==> src/rtl/reg_file_sb.sv <==
`default_nettype none
// ============================================================================
// Module   : reg_file_sb
// Purpose  : Parametrised register file with one write port, two registered
//            read ports (write-through bypass), an optional hard-wired zero
//            register and a per-register pending scoreboard.
// Ports    : clk                 - rising-edge clock
//            reset               - asynchronous active-low clear
//            wr_en/addr/data     - write port (also clears pending)
//            lock_en/lock_addr   - marks a register pending
//            rd_addr1/2          - read addresses, sampled every edge
//            rd_data1/2          - registered read data
//            rd_busy1/2          - registered pending status of read targets
//            all_idle            - registered, 1 when nothing is pending
// Revision : 1.0 - initial release
// ============================================================================
module reg_file_sb #(
  parameter int DATA_W   = 8,
  parameter int ADDR_W   = 3,
  parameter int ZERO_REG = 0
) (
  input  logic              clk,
  input  logic              reset,
  input  logic              wr_en,
  input  logic [ADDR_W-1:0] wr_addr,
  input  logic [DATA_W-1:0] wr_data,
  input  logic              lock_en,
  input  logic [ADDR_W-1:0] lock_addr,
  input  logic [ADDR_W-1:0] rd_addr1,
  input  logic [ADDR_W-1:0] rd_addr2,
  output logic [DATA_W-1:0] rd_data1,
  output logic [DATA_W-1:0] rd_data2,
  output logic              rd_busy1,
  output logic              rd_busy2,
  output logic              all_idle
);

  localparam int DEPTH = 1 << ADDR_W;

  logic [DEPTH-1:0][DATA_W-1:0] mem_q, mem_d;
  logic [DEPTH-1:0]             pend_q, pend_d;
  logic [DATA_W-1:0]            rd_data1_q, rd_data1_d;
  logic [DATA_W-1:0]            rd_data2_q, rd_data2_d;
  logic                         rd_busy1_q, rd_busy1_d;
  logic                         rd_busy2_q, rd_busy2_d;
  logic                         all_idle_q, all_idle_d;
  logic                         w_wr_ok;
  logic                         w_lock_ok;

  always_comb begin
    // With a hard-wired zero register, address 0 never accepts writes or
    // locks, so mem_q[0] and pend_q[0] stay at their reset value of 0.
    w_wr_ok   = wr_en;
    w_lock_ok = lock_en;
    if ((ZERO_REG != 0) && (wr_addr == '0)) begin
      w_wr_ok = 1'b0;
    end
    if ((ZERO_REG != 0) && (lock_addr == '0)) begin
      w_lock_ok = 1'b0;
    end

    mem_d  = mem_q;
    pend_d = pend_q;
    if (w_wr_ok) begin
      mem_d[wr_addr]  = wr_data;
      pend_d[wr_addr] = 1'b0;
    end
    // Applied after the write-clear so a same-address lock wins.
    if (w_lock_ok) begin
      pend_d[lock_addr] = 1'b1;
    end

    // Reading the post-write array is the write-through bypass: mem_d only
    // differs from mem_q at the address being written this cycle.
    rd_data1_d = mem_d[rd_addr1];
    rd_data2_d = mem_d[rd_addr2];
    rd_busy1_d = pend_d[rd_addr1];
    rd_busy2_d = pend_d[rd_addr2];
    all_idle_d = ~|pend_d;
  end

  always_ff @(posedge clk or negedge reset) begin
    if (!reset) begin
      mem_q      <= '0;
      pend_q     <= '0;
      rd_data1_q <= '0;
      rd_data2_q <= '0;
      rd_busy1_q <= 1'b0;
      rd_busy2_q <= 1'b0;
      all_idle_q <= 1'b1;
    end else begin
      mem_q      <= mem_d;
      pend_q     <= pend_d;
      rd_data1_q <= rd_data1_d;
      rd_data2_q <= rd_data2_d;
      rd_busy1_q <= rd_busy1_d;
      rd_busy2_q <= rd_busy2_d;
      all_idle_q <= all_idle_d;
    end
  end

  assign rd_data1 = rd_data1_q;
  assign rd_data2 = rd_data2_q;
  assign rd_busy1 = rd_busy1_q;
  assign rd_busy2 = rd_busy2_q;
  assign all_idle = all_idle_q;

endmodule
`default_nettype wire
==> config.mk <==
export PLATFORM = sky130hd
export DESIGN_NAME = reg_file_sb
export DESIGN_NICKNAME = d
export VERILOG_FILES = /design/src/rtl/reg_file_sb.sv
export SDC_FILE = /design/constraint.sdc
export NUM_CORES = 1
export LEC_CHECK = 0
export CAP_MARGIN = 0
export CORE_UTILIZATION = 50
export CTS_CLUSTER_DIAMETER = 150
export DETAILED_ROUTE_END_ITERATION = 6
export GPL_ROUTABILITY_DRIVEN = 1
export PLACE_DENSITY = 0.73
export SETUP_SLACK_MARGIN = 0.02
export SLEW_MARGIN = 20
export SYNTH_ARGS = -nofsm -noshare
export SYNTH_HDL_FRONTEND = slang
export SYNTH_SLANG_ARGS = --single-unit
==> constraint.sdc <==
create_clock -name clk -period 1.7 [get_ports clk]
set_input_delay 0.17 -clock clk [delete_from_list [all_inputs] [get_ports clk]]
set_output_delay 0.17 -clock clk [all_outputs]
set_load 0.02 [all_outputs]
==> results.md, run 1 <==
* Crit Path Max Fanout at 7
* Gpl congestion at 0.940
* Max-Cap Viols at 0
* Worst-skew pair later-pin latency at 350 ps
* Global route overflow at 0
* FMAX at 595 MHz
* Syn Std Cell Area at 5870 um2
* Routed wl met2 at 9.13 mm
* DR DRC count at 0
* Layout fillers at 873
* Tot Pwr at 0.00674 W
* Internal at 0.00456 W
* Routed Antenna Nets at 0
* Post-synth EDFFs at 0
* Psw at 0.00218 W
* Global-route wire length before repair at 31.7 mm
* Drt pass-1 iters at 5
* Critical-path cell list: clkdlybuf4s50_1, inv_1, buf_4, a311o_1, a221oi_2, nor4_2
* Synth Flop Type: dfrtp_1
* Clock Tree Buf Depth at 2
* Dpl cell area at 7310 um2
* R2r setup slk at 350 ps
* Synth async-reset ratio at 1.00
* Final Max Tran Viols at 0
* CTS tree: yes
* Die ar. at 12200 um2
* Clock sink total at 91
* Cell variety after synth at 50
* Total wire length at 20.5 mm
* Initial core utilization at 0.514
* Routed vias at 5947
* RSZ-0062 raised after global routing: true
* Seq cells post-synth at 91
* Share of layout cells above drive strength 1 at 0.320
* Clock group share of total power at 0.289
* Max VDD drop at 0.498 mV
* Diode count at 0
* Via density at 6.53
* Syn-to-layout area delta at 34.8%
* H-tree level count at 3
* Die Ht at 110 um
* Max layer used: met4
* Arr. time, crit path at 1900 ps
* Final Instance Area at 7910 um2
* Slew Limit Headroom at 0.604
* Inserted Clock Buffers at 9
* Delay-heaviest family, CP: buffers and inverters
* IO Count at 43
* Sw Share at 0.324
* Placed cell count at 884
* Rows at 39
* IO buf count at 42
* Final Hold Vio Count at 0
* Logic pwr share at 0.278
* Post-DP HPWL at 14.4 mm
* Die Wd at 110 um
* Worst Setup End Kind: register
* Pleak at 3.39 nW
* NumNets Final at 787
* Core Area at 11400 um2
* Power per cell area at 852 nW/um2
* Pin count of the biggest net entering global routing at 50
* Clock skew at 5.42 ps
* 1st-iter DRT viols at 734
* Tcrit/Tclk final at 0.988
* Max stage delay cell, worst path: clkdlybuf4s50_1
* Reg power frac at 0.433
* Met3 Wirelength at 2.08 mm
* Yosys warns at 0
* Syn_nets at 656
* Largest stage delay, worst path at 610 ps
* Run status: finished, final reports clean
* Sequential area share after synthesis at 0.388
* Total track usage at 0.354
* Cells after Synth at 632
* Average cell area after synthesis at 9.28 um2
* HP Class: in2async
* Clk root buf: clkbuf_16
* Initial antenna violation count at 0
* Final setup fails at 0
* Fin cells at 911
* Tmin final at 1680 ps
* Vias in the first global route at 5760
* Routed wire per std cell at 22.5 um
* Setup crit start kind: input port
* Worst endpoint required time at 1920 ps
* CTS clk-pin slew, worst paths at 70 ps
* WL met1 at 8.23 mm
* Critical path class: in2reg
* Worst path buffer plus inverter count at 3
* Worst-margin pin slew at 592 ps
## cell families after synthesis
group / share of synthesized area
AND/OR/NAND/NOR: 0.306
buffers and inverters: 0.0557
flip-flops: 0.388
AO/OA/AOI/OAI: 0.143
multiplexers: 0.104
XOR/XNOR: 0.00299
## flip-flops by register name (all words and copies together) (netlist names)
register	flops
all_idle	1
mem_q	64
pend_q	8
rd_busy1	1
rd_busy2	1
rd_data1	8
rd_data2	8
## worst paths after layout
check | endpoint | start | cells after the start
max | rd_data1[7] | rd_addr1[0] | 6
min | mem_q[52] | reset | 2
max reg2reg | rd_data1[0] | mem_q[40] | 4
min reg2reg | mem_q[62] | mem_q[62] | 2
max in group asynchronous | all_idle | reset | 3
min in group clk | all_idle | wr_addr[1] | 5
## metal layers
layer,vias up,track usage
met4,0,0.207
met3,80,0.0982
met1,2875,0.463
li1,2642,-
met2,350,0.523
met5,-,0
## power by group through the flow
stage                     Sequential (W)  Combinational (W)  Clock [W]
final                            0.00292            0.00187    0.00195
after global routing             0.00296            0.00202    0.00203
after CTS                        0.00290            0.00181    0.00195
after detailed placement         0.00293            0.00173          0
after global placement           0.00292            0.00169          0
after floorplan                  0.00290           0.000877          0
## repair_timing
| item | in CTS | in global routing |
|---|---|---|
| hold endpoints to repair | 32 | 0 |
| pin swaps | 3 | 3 |
| gates cloned | 1 | 0 |
| buffers inserted | 9 | 0 |
| hold buffers | 1 | 0 |
| endpoints found under the setup margin | 27 | 23 |
| gates resized for setup | 29 | 21 |
## area by class of cell
class / count / area [um2] / area share
Clock buffer: 11 / 253 / 0.0320
Clock inverter: 5 / 36.3 / 0.00459
Inverter: 11 / 41.3 / 0.00522
Multi-Input combinational cell: 464 / 3490 / 0.441
Sequential cell: 91 / 2280 / 0.288
Tap cell: 143 / 179 / 0.0226
Timing Repair Buffer: 186 / 1630 / 0.206
## synth_stat cells (all sizes together), types with 11 or more instances
cell,n,area share
nor4bb,36,0.061
nand2b,17,0.018
mux2,33,0.063
a221oi,28,0.042
dfrtp,90,0.38
and3,11,0.012
nor4b,19,0.032
nand2,134,0.086
clkbuf,47,0.030
nand4b,19,0.028
mux2i,24,0.041
a211oi,17,0.022
o21ai,27,0.023
buf,19,0.019
inv,11,0.0070
## through the flow
stage          hold WS [ps]  TNS (ps)   util  worst slack [ps]
2_1_floorplan          -126         0      -              83.9
3_3_place_gp            172    -16480  0.640              -597
3_5_place_dp            174    -19630  0.640              -711
4_1_cts                 368         0  0.686              14.0
5_1_grt                 394     -10.3  0.693             -9.67
6_report                343         0  0.693              19.8
## placed cells by master (no fill, tap or decap), types with 3 or more instances in the layout
| cell | instances |
|---|---|
| nand4b_1 | 19 |
| nand2_1 | 133 |
| a221oi_1 | 18 |
| a211oi_1 | 15 |
| mux2_2 | 33 |
| clkinvlp_4 | 3 |
| a2111oi_0 | 4 |
| a32oi_1 | 4 |
| nor2_1 | 4 |
| buf_6 | 5 |
| a221oi_2 | 10 |
| a311o_1 | 7 |
| and4_1 | 3 |
| nand2b_1 | 16 |
| clkbuf_16 | 9 |
| a31o_2 | 7 |
| nor3_1 | 7 |
| and4b_1 | 3 |
| nor4_2 | 3 |
| nor3_2 | 3 |
| nor4_1 | 6 |
| nor2b_1 | 6 |
| inv_1 | 10 |
| o32ai_2 | 4 |
| nand4_1 | 9 |
| o32ai_1 | 4 |
| nor4bb_1 | 33 |
| o21ai_0 | 27 |
| buf_4 | 128 |
| a21oi_1 | 4 |
| buf_12 | 10 |
| and3_1 | 11 |
| dfrtp_1 | 90 |
| nor4b_1 | 17 |
| clkdlybuf4s50_1 | 35 |
| mux2i_1 | 24 |
(Power assumes the default switching activity.)
==> run 2, diff against run 1 <==
--- a/config.mk
+++ b/config.mk
@@ -10,6 +10,7 @@
 export CTS_CLUSTER_DIAMETER = 150
 export DETAILED_ROUTE_END_ITERATION = 6
 export GPL_ROUTABILITY_DRIVEN = 1
+export HOLD_SLACK_MARGIN = 0.15
 export PLACE_DENSITY = 0.73
 export SETUP_SLACK_MARGIN = 0.02
 export SLEW_MARGIN = 20
==> results of run 2 <==
Final layout, timing and power as in run 1 (identical DEF).
==> run 3, diff against run 2 <==
--- a/config.mk
+++ b/config.mk
@@ -6,7 +6,9 @@
 export NUM_CORES = 1
 export LEC_CHECK = 0
 export CAP_MARGIN = 0
+export CORE_MARGIN = 5
 export CORE_UTILIZATION = 50
+export CTS_BUF_LIST = sky130_fd_sc_hd__clkbuf_16
 export CTS_CLUSTER_DIAMETER = 150
 export DETAILED_ROUTE_END_ITERATION = 6
 export GPL_ROUTABILITY_DRIVEN = 1
==> constraint.sdc (replaced) <==
create_clock -name clk -period 1.7 [get_ports clk]
set_input_delay 0.17 -clock clk [delete_from_list [all_inputs] [get_ports clk]]
set_output_delay 0.17 -clock clk [all_outputs]
set_load 0.01 [all_outputs]
==> run 3 against run 2 <==
Net effect: largest power group unchanged; maximum frequency is 1.5% higher; highest routed layer unchanged; clock power fell by 9%; register-to-register slack better by 70 ps; critical endpoint is now rd_data1[2].
==> results.md, run 3 (synthesis gave the netlist of run 1 again) <==
* Run status: finished, final reports clean
* IO buf count at 42
* Via density at 6.63
* Tcrit/Tclk final at 0.973
* Rows at 39
* Power per cell area at 841 nW/um2
* FMAX at 604 MHz
* Drt pass-1 iters at 5
* DR DRC count at 0
* Worst setup margin at 45.4 ps
* CTS clk-pin slew, worst paths at 60 ps
* Arr. time, crit path at 1860 ps
* Die Wd at 118 um
* Die Ht at 118 um
* Slew Limit Headroom at 0.666
* TNS Setup at 0 ps
* Routed vias at 5818
* Internal at 0.00441 W
* End of the critical path: rd_data1[2]
* Worst path buffer plus inverter count at 1
* Clock Tree Buf Depth at 2
* Clock group share of total power at 0.274
* Inserted Clock Buffers at 9
* Worst R2R Path Depth at 3
* Die ar. at 14000 um2
* Pre-CTS setup slack at -724 ps
* Final setup fails at 0
* CTS tree: yes
* Worst Setup End Kind: register
* Global route overflow at 0
* Clock sink total at 91
* Max-Cap Viols at 0
* H-tree level count at 3
* Psw at 0.00204 W
* Core Area at 11500 um2
* NumNets Final at 754
* Total track usage at 0.274
* Reg2reg end: rd_busy1
* Clk root buf: clkbuf_16
* Initial antenna violation count at 0
* Worst endpoint required time at 1910 ps
* Reg power frac at 0.453
* R2R Path Start: pend_q[5]
* Syn-to-layout area delta at 30.5%
* Routed wire per std cell at 22.3 um
* Post-DP HPWL at 13.7 mm
* HP Class: in2async
* Share of layout cells above drive strength 1 at 0.291
* Global-route wire length before repair at 31.0 mm
* Tot Pwr at 0.00644 W
* Most frequent cells in the layout: nand2_1, buf_4, dfrtp_1, clkdlybuf4s50_1, mux2_2
* Setup crit start: wr_en
* Tmin final at 1650 ps
* Pleak at 3.24 nW
* Initial core utilization at 0.512
* CP Depth at 5
* Critical path class: in2reg
* Crit Path Max Fanout at 11
* Clock skew at 5.07 ps
* Gpl congestion at 0.939
* Pin count of the biggest net entering global routing at 66
* Largest Register: mem_q
* Total wire length at 19.5 mm
* Largest stage delay, worst path at 580 ps
* Diode count at 0
* IO Count at 43
* Final Max Tran Viols at 0
* Max VDD drop at 0.818 mV
* Critical-path cell list: dlygate4sd2_1, or4b_4, a311o_1, a221oi_2, nor4_1
* Setup crit start kind: input port
* Delay-heaviest family, CP: compound AO/OA/AOI/OAI gates
* Final hold slack at 345 ps
* Commonest non-fill, non-tap cell in the layout: nand2_1
* Routed Antenna Nets at 0
* Max reg flops at 64
* Worst-skew pair later-pin latency at 340 ps
* Max stage delay cell, worst path: or4b_4
* Final Hold Vio Count at 0
* RSZ-0062 raised after global routing: true
* Sw Share at 0.316
* R2r setup slk at 420 ps
* Worst-margin pin slew at 502 ps
* Vias in the first global route at 5596
* 1st-iter DRT viols at 756
* Logic pwr share at 0.273
run 3: changes by cell type in the layout (fill, tap and decap cells not counted), sizes merged:
| cell | delta |
|---|---|
| clkbuf | -2 |
| dlymetal6s2s | +1 |
| clkdlybuf4s50 | -1 |
| clkinv | +4 |
| inv | +1 |
| clkinvlp | -3 |
| buf | -33 |
run 3: repair_timing:
action | in CTS | in global routing
resized for setup | 25 | 30
pin swaps | 5 | 6
gates cloned | 1 | 0
endpoints found under the setup margin | 25 | 18
endpoints found under the hold margin | 33 | 0
buffers inserted | 3 | 0
hold buffers | 1 | 0
run 3: power by group through the flow:
| stage | clock, W | sequential, W | combinational [W] |
|---|---|---|---|
| after floorplan | 0 | 0.00284 | 0.000877 |
| after global placement | 0 | 0.00291 | 0.00159 |
| after detailed placement | 0 | 0.00293 | 0.00164 |
| after CTS | 0.00178 | 0.00290 | 0.00169 |
| after global routing | 0.00187 | 0.00295 | 0.00190 |
| final | 0.00177 | 0.00292 | 0.00176 |
run 3: area by class of cell:
class / count / area [um2]
clock buffers: 9 / 225
clock inverters: 7 / 27.5
fillers: 881 / 3810
inverters: 11 / 41.3
multi-input cells: 464 / 3500
flip-flops and latches: 91 / 2280
well taps: 143 / 179
repair buffers: 153 / 1400
run 3: worst min-delay path by stage:
stage / to / start / slack [ps] / cells past startpoint
3_3_place_gp: mem_q[52] / reset / 160 / 1
5_1_grt: mem_q[52] / reset / 390 / 2
3_5_place_dp: mem_q[52] / reset / 170 / 1
6_report: mem_q[53] / reset / 350 / 2
2_1_floorplan: mem_q[0] / reset / -130 / 0
4_1_cts: mem_q[52] / reset / 360 / 2
run 3: stage by stage:
step | cells | utilization | area (um2)
after floorplan | 632 | - | 5870
after global placement | 859 | 0.624 | 7150
after detailed placement | 859 | 0.624 | 7150
after CTS | 879 | 0.660 | 7560
after global routing | 878 | 0.668 | 7660
final | 878 | 0.668 | 7660
run 3: worst reg2reg max path: cells and delay by family (launching register included):
family           cells  cell delay [ps]
flip-flops           1              350
AND/OR/NAND/NOR      1              550
AO/OA/AOI/OAI        2              290
run 3: metal layers:
layer	share of wire	vias up	track usage
met5	0	-	0
met4	0.026	0	0.0860
met2	0.46	326	0.413
met3	0.094	49	0.0654
li1	-	2571	-
met1	0.42	2872	0.392
